===== config.mk =====
export PLATFORM = sky130hd
export DESIGN_NAME = wb_stream_writer
export DESIGN_NICKNAME = d
export VERILOG_FILES = /design/src/rtl/wb_stream_writer.sv
export SDC_FILE = /design/constraint.sdc
export NUM_CORES = 1
export LEC_CHECK = 0
export BUFFER_PORTS_ARGS = -buffer_cell sky130_fd_sc_hd__buf_2
export CORE_AREA = 8 8 131 133
export CTS_CLUSTER_DIAMETER = 100
export DETAILED_ROUTE_END_ITERATION = 7
export DIE_AREA = 0 0 139 141
export GPL_ROUTABILITY_DRIVEN = 0
export PLACE_DENSITY = 0.56
export SLEW_MARGIN = 0
export SYNTH_ARGS = -nofsm -noshare
export SYNTH_HDL_FRONTEND = slang
export SYNTH_SLANG_ARGS = --single-unit
export TNS_END_PERCENT = 10

===== constraint.sdc =====
create_clock -name clk -period 2.3 [get_ports clk]
set_input_delay 0.46 -clock clk [delete_from_list [all_inputs] [get_ports clk]]
set_output_delay 0.46 -clock clk [all_outputs]
set_load 0.1 [all_outputs]

===== src/rtl/wb_stream_writer.sv =====
// wb_stream_writer: Wishbone classic-cycle write master that copies a
// valid/ready word stream into consecutive slave words starting at a
// command-supplied byte address. Optional ack timeout is compiled in with
// the macro WB_STREAM_WRITER_TIMEOUT_EN.
module wb_stream_writer #(
    parameter int DATA_WIDTH   = 32,
    parameter int ADDR_WIDTH   = 32,
    parameter int SELECT_WIDTH = DATA_WIDTH / 8,
    parameter int LEN_WIDTH    = 16,
    parameter int TIMEOUT      = 255
) (
    input  logic                    clk,
    input  logic                    rst,
    input  logic [ADDR_WIDTH-1:0]   cmd_addr,
    input  logic [LEN_WIDTH-1:0]    cmd_len,
    input  logic                    cmd_valid,
    output logic                    cmd_ready,
    input  logic [DATA_WIDTH-1:0]   s_tdata,
    input  logic                    s_tvalid,
    output logic                    s_tready,
    output logic [ADDR_WIDTH-1:0]   wb_adr_o,
    output logic [DATA_WIDTH-1:0]   wb_dat_o,
    output logic                    wb_we_o,
    output logic [SELECT_WIDTH-1:0] wb_sel_o,
    output logic                    wb_stb_o,
    input  logic                    wb_ack_i,
    input  logic                    wb_err_i,
    output logic                    wb_cyc_o,
    output logic                    busy,
    output logic                    done,
    output logic                    error
);

    typedef enum logic [1:0] {
        ST_IDLE,
        ST_WAIT_DATA,
        ST_WRITE
    } state_t;

    localparam logic [ADDR_WIDTH-1:0] ALIGN_MASK = ~ADDR_WIDTH'(SELECT_WIDTH - 1);
    localparam logic [ADDR_WIDTH-1:0] ADDR_STEP  = ADDR_WIDTH'(SELECT_WIDTH);

    state_t                  state_q, state_d;
    logic [ADDR_WIDTH-1:0]   adr_q, adr_d;
    logic [DATA_WIDTH-1:0]   dat_q, dat_d;
    logic [LEN_WIDTH-1:0]    len_q, len_d;
    logic                    cyc_q, cyc_d;
    logic                    stb_q, stb_d;
    logic                    done_q, done_d;
    logic                    error_q, error_d;
    logic                    tmo_hit;

`ifdef WB_STREAM_WRITER_TIMEOUT_EN
    localparam int TMO_W = $clog2(TIMEOUT + 1);

    logic [TMO_W-1:0] tmo_q, tmo_d;

    // abort on the edge that completes TIMEOUT strobe cycles without a response
    assign tmo_hit = (state_q == ST_WRITE) && (tmo_q == TMO_W'(TIMEOUT - 1));

    // count strobe cycles in WRITE; restarts from zero on every strobe start
    always_comb begin
        tmo_d = '0;
        if (state_q == ST_WRITE) begin
            tmo_d = tmo_q + TMO_W'(1);
        end
    end

    // timeout counter register
    always_ff @(posedge clk) begin
        if (rst) begin
            tmo_q <= '0;
        end else begin
            tmo_q <= tmo_d;
        end
    end
`else
    assign tmo_hit = 1'b0;
`endif

    // next-state and datapath decode; every output below comes from a flop
    always_comb begin
        state_d = state_q;
        adr_d   = adr_q;
        dat_d   = dat_q;
        len_d   = len_q;
        cyc_d   = cyc_q;
        stb_d   = stb_q;
        done_d  = 1'b0;
        error_d = error_q;
        case (state_q)
            ST_IDLE: begin
                if (cmd_valid) begin
                    adr_d   = cmd_addr & ALIGN_MASK;
                    len_d   = cmd_len;
                    error_d = 1'b0;
                    if (cmd_len == '0) begin
                        done_d = 1'b1;
                    end else begin
                        state_d = ST_WAIT_DATA;
                    end
                end
            end
            ST_WAIT_DATA: begin
                if (s_tvalid) begin
                    dat_d   = s_tdata;
                    cyc_d   = 1'b1;
                    stb_d   = 1'b1;
                    state_d = ST_WRITE;
                end
            end
            ST_WRITE: begin
                // err wins over a simultaneous ack; a timeout behaves like err
                if (wb_err_i || tmo_hit) begin
                    cyc_d   = 1'b0;
                    stb_d   = 1'b0;
                    error_d = 1'b1;
                    done_d  = 1'b1;
                    state_d = ST_IDLE;
                end else if (wb_ack_i) begin
                    cyc_d = 1'b0;
                    stb_d = 1'b0;
                    adr_d = adr_q + ADDR_STEP;
                    len_d = len_q - LEN_WIDTH'(1);
                    if (len_q == LEN_WIDTH'(1)) begin
                        done_d  = 1'b1;
                        state_d = ST_IDLE;
                    end else begin
                        state_d = ST_WAIT_DATA;
                    end
                end
            end
            default: begin
                state_d = ST_IDLE;
                cyc_d   = 1'b0;
                stb_d   = 1'b0;
            end
        endcase
    end

    // state and output registers; reset abandons any in-flight write silently
    always_ff @(posedge clk) begin
        if (rst) begin
            state_q <= ST_IDLE;
            adr_q   <= '0;
            dat_q   <= '0;
            len_q   <= '0;
            cyc_q   <= 1'b0;
            stb_q   <= 1'b0;
            done_q  <= 1'b0;
            error_q <= 1'b0;
        end else begin
            state_q <= state_d;
            adr_q   <= adr_d;
            dat_q   <= dat_d;
            len_q   <= len_d;
            cyc_q   <= cyc_d;
            stb_q   <= stb_d;
            done_q  <= done_d;
            error_q <= error_d;
        end
    end

    assign cmd_ready = (state_q == ST_IDLE);
    assign s_tready  = (state_q == ST_WAIT_DATA);
    assign busy      = (state_q != ST_IDLE);
    assign done      = done_q;
    assign error     = error_q;
    assign wb_adr_o  = adr_q;
    assign wb_dat_o  = dat_q;
    assign wb_cyc_o  = cyc_q;
    assign wb_stb_o  = stb_q;
    assign wb_we_o   = cyc_q;
    assign wb_sel_o  = {SELECT_WIDTH{cyc_q}};

endmodule


After elaboration in Yosys (flattened, before gate mapping)
Cells that the tools add are included.
{ "totals": {"ff_bits": 85, "inputBits": 86} }
{ "classes": {"addsub": 2, "n_eq_ne": 10, "muxes": 28, "n_bitwise": 1, "n_reduce_logical": 9} }
{ "op_table": {"columns": ["op", "n"], "rows": [
  ["$mux 32", 3],
  ["$pmux 32 s2", 1],
  ["$mux 16", 3],
  ["$add 32x3->32 const B", 1],
  ["$pmux 16 s2", 1],
  ["$eq 16x1->1 const B", 1],
  ["$logic_not 16->1", 1],
  ["$sub 16x1->16 const B", 1],
  ["$ne 2x2->1 const B", 6],
  ["$mux 1", 11],
  ["$mux 2", 5],
  ["$reduce_and 4->1", 2],
  ["$pmux 2 s3", 1],
  ["$reduce_and 3->1", 2],
  ["$pmux 1 s2", 2],
  ["$reduce_bool 2->1", 2],
  ["$ne 3x3->1 const B", 1],
  ["$pmux 1 s3", 1],
  ["$eq 2x1->1 const B", 1],
  ["$eq 2x2->1 const B", 1],
  ["$logic_not 2->1", 1],
  ["$reduce_and 2->1", 1],
  ["$not 1->1", 1]
]} }

Logic depth before layout (Yosys ltp)
{ "logic_depth": {"word_depth": 5, "depth_mapped": 9} }

Worst setup path after synthesis
Ideal clock, no wire load.
{ "synth_timing": {"path_type": "register to register", "startpoint": "register state_q[0]", "endpoint": "register dat_q[10], in the netlist wb_dat_o[10]", "setup_time_ns": 0.070, "t_arrival_ns": 2.711, "required_time_ns": 2.230, "slack_ns": -0.481, "path_stages_with_launch": 9, "n_path_buf": 3, "period_less_slack_ns": 2.781, "path_cell_list": "dfxtp_1 buf_2 inv_1 nor2_1 and2_1 clkbuf_1 clkbuf_1 nand2_1 a21oi_1"} }
{ "synth_between": {"elab_chain_cells": 2} }
{ "synth_rtl": {"columns": ["item", "line_no", "source"], "rows": [
  ["start: declaration", "43", "state_t state_q, state_d;"],
  ["start signal: assignment", "153", "state_q <= state_d;"],
  ["$eq 2x1->1", null, null],
  ["net s_tready", "20", "output logic s_tready,"],
  ["$reduce_and 2->1 (no line)", null, null],
  ["end signal: assignment", "155", "dat_q <= dat_d;"],
  ["end: declaration", "45", "logic [DATA_WIDTH-1:0] dat_q, dat_d;"]
]} }
The timed path passes the listed nets, and every way through them passes these cells.
A chain may end at the register's enable or synchronous reset.

Worst setup path after layout
{ "layout_timing": {"startpoint": "register state_q[1]", "endpoint": "output cmd_ready"} }
{ "layout_between": {"elab_chain_cells": 1} }
{ "layout_rtl": {"columns": ["item", "line_no", "source"], "rows": [
  ["$logic_not 2->1", "164", "assign cmd_ready = (state_q == ST_IDLE);"],
  ["end: declaration", "17", "output logic cmd_ready,"]
]} }
No other way between the ends.

==> reports/qor.csv <==
stage,metric,value,unit
setup_path,critical path type,reg -> out,
routing,vias per inst,5.206,
finish,Final Non-Filler Cells,932,
sta,RSZ-0062 raised after global routing,false,
sta,fmax,0.4502,GHz
flow_run,Max Cap Viol,0,
sta,clock skew,4.521,ps
status,status,finished clean,
clocking,# H-tree levels,3,
floorplan,Die Y,141,µm
finish,Area Growth Syn to Fin,28.95,%
sta,Final Cycle Share,96.57,%
clocking,clk root buf,clkbuf_16,
setup_path,Worst R2R Start,state_q[1]$_SDFFE_PP0P_,
power,Pwr Total,5.186,mW
grt,largest net degree at the start of global routing,72,
grt,GRT Residual Overflow,0,
routing,vias,4852,
floorplan,IO Count,162,
placed_design,DPL Wire Length,11320,µm
worst_hold_path,hold crit path type,in -> reg,
synthesis,number of distinct library cells after synthesis,59,
synthesis,Post-synth EDFFs,0,
synthesis,Synth Cell Area,4429,µm²
clocking,CTS Hold Buffers Added,0,
clocking,# clock sinks,83,
clocking,# Post-CTS Setup Buffers,0,
routing,router iterations before antenna repair,5,
synthesis,Yosys reg bits,83,
floorplan,Core Region,14980,µm²
setup_path,Setup crit start kind,flop,
placed_design,placed insts,915,
clocking,CTS resizes,0,
power,PwrDens,908.0,nW/µm²
clocking,total CTS buffers,9,
setup_path,largest fanout on the critical path,6,
finish,register area,1662,µm²
finish,Filler cells,1618,
setup_path,worst r2r dst,wb_adr_o[29]$_SDFFE_PP0P_,
synthesis,Yosys warning count,0,
routing,final WL,15330,µm
grt,initial antenna violation count,1,
synthesis,post-synthesis sequential area ratio,37.51,%
routing,initial drt markers,372,
setup_path,Crit path required time,1840,ps
power,Leak,2.404,nW
power,Max VDD drop,432.1,µV
floorplan,Die X-Extent,139,µm
grt,all-layer global routing usage,15.58,%
sta,Final Hold Fails,0,
synthesis,Main synth FF type,dfxtp_1,
synthesis,Mean Syn Cell Area,7.494,µm²
finish,design area,5712,µm²
finish,area of the multi-input gates,2439,µm²
sta,Final min period,2221,ps
worst_hold_path,Hold Crit Depth,3,
placed_design,Placed Instance Area,5420,µm²
floorplan,die area,19600,µm²
grt,vias in the first global route,4730,
setup_path,FF-to-FF path depth,6,
sta,final setup TNS,0,ps
worst_hold_path,Hold Crit Start,s_tdata[31],
clocking,Worst-Skew Late Latency,340,ps
sta,Worst-Margin Slew,525.3,ps
routing,post-route ant nets,0,
sta,Slew HR,65.22,%
sta,Max Slew Vio Count,0,
floorplan,starting density of the core,29.57,%
setup_path,reg-to-reg setup timing slack,270,ps
floorplan,Row Count,45,
worst_hold_path,hold endpoint,wb_dat_o[31]$_SDFFE_PP0P_,
finish,share of cells above drive strength 1,29.61,%
setup_path,Worst Setup End Kind,primary output,
clocking,"Clk pin slew, worst setup/hold paths",60,ps
clocking,CTS Buffer Depth,2,
grt,first-pass GRT wire length,24940,µm
setup_path,"Arr. time, crit path",1760,ps
clocking,CTS tree,built,
placed_design,port bufs,157,
sta,Setup Viol. Count Final,0,
routing,post-DR wirelength/cell,16.45,µm
routing,number of remaining DRC errors,0,
synthesis,synthesized instance count,591,
synthesis,Synth async-reset ratio,0,%
finish,Post-layout nets,827,
## power by group
part,internal [mW],switching (mW),leakage (nW)
logic,0.450,1.60,1.59
registers,1.59,0.152,0.680
clock network,0.771,0.629,0.135
total,2.81,2.38,2.40
## final cells by class
class	count	area share (%)
Timing Repair Buffer	189	18.40
Tap cell	188	4.118
Clock inverter	6	0.8762
Multi-Input combinational cell	446	42.69
Inverter	9	0.5915
Sequential cell	83	29.09
Clock buffer	10	4.184
Antenna cell	1	0.04381
## sequential cells by signal (all words and copies together) (netlist names)
register / count
len_q: 16
done: 1
state_q: 2
wb_dat_o: 32
error: 1
wb_stb_o: 1
wb_adr_o: 30
## cell usage in the layout (no fill, tap or decap), types with 4 or more instances in the layout
cell,n
a211oi_1,10
a21oi_1,73
a22o_1,4
a22oi_1,7
a311oi_1,4
a31oi_1,5
and2_1,4
and3_1,8
and4_1,6
buf_2,157
buf_4,30
clkbuf_16,9
dfxtp_1,83
inv_1,9
nand2_1,125
nand3_1,18
nand4_1,8
nor2_1,35
nor3_1,15
nor4_1,18
o211ai_1,5
o21ai_0,30
o22ai_1,7
o31ai_1,4
o32ai_1,4
o41ai_1,4
or3_1,5
or4_1,5
## critical path, stage by stage, from the launching register on
cell and delay [ps]:
dfxtp_1 360, buf_4 180, or2_2 310, inv_1 130
buf_2 450
## synth_stat cells, drive strengths merged (7+ instances only)
cell type	instances	area share, %
a211oi	10	1.7
a21oi	74	8.4
a22oi	7	1.2
and3	8	1.1
buf	24	3.5
clkbuf	30	3.7
dfxtp	83	38
inv	9	0.76
nand2	125	11
nand3	18	2.0
nand4	8	1.1
nor2	36	3.1
nor3	16	1.9
nor4	19	3.0
o21ai	31	3.5
o22ai	7	0.99
## routing by layer
metal | track usage, % | vias to the layer above | share of wire, %
met2 | 24.28 | 167 | 45
met4 | 5.777 | 0 | 1.6
li1 | - | 2433 | -
met5 | 0 | - | 0
met3 | 3.714 | 20 | 6.6
met1 | 20.48 | 2232 | 47
## through the flow
| stage | setup slack, ps | utilization [%] | hold slack [ps] |
|---|---|---|---|
| 6_report | 78.81 | 38.14 | 351.9 |
| 2_1_floorplan | -313.7 | - | 443.2 |
| 3_3_place_gp | 301.9 | 36.19 | 440.1 |
| 5_1_grt | 10.62 | 38.14 | 341.9 |
| 4_1_cts | 59.65 | 38.12 | 334.3 |
| 3_5_place_dp | 274.7 | 36.19 | 444.1 |
## cell families (layout without fill, tap and decap cells)
logic type | after synthesis | count (layout) | synth area share (%)
fa+ha+maj | 3 | 3 | 0.8475
flops | 83 | 83 | 37.51
mux | 2 | 2 | 0.4802
simple gates | 266 | 266 | 28.93
other cells | 1 | 3 | 0.08466
compound gates | 173 | 173 | 24.24
buf+inv | 63 | 214 | 7.909
## worst max-delay path by stage
stage | start | end | slack (ps) | cells after the start
2_1_floorplan | wb_adr_o[18]$_SDFFE_PP0P_ | wb_adr_o[27]$_SDFFE_PP0P_ | -310 | 4
3_5_place_dp | state_q[1]$_SDFFE_PP0P_ | wb_adr_o[29]$_SDFFE_PP0P_ | 270 | 6
3_3_place_gp | cmd_valid | wb_adr_o[18]$_SDFFE_PP0P_ | 300 | 6
6_report | state_q[1]$_SDFFE_PP0P_ | cmd_ready | 80 | 4
5_1_grt | state_q[1]$_SDFFE_PP0P_ | cmd_ready | 10 | 4
4_1_cts | state_q[1]$_SDFFE_PP0P_ | cmd_ready | 60 | 4
Note: power is estimated with default switching activity, not from simulation.
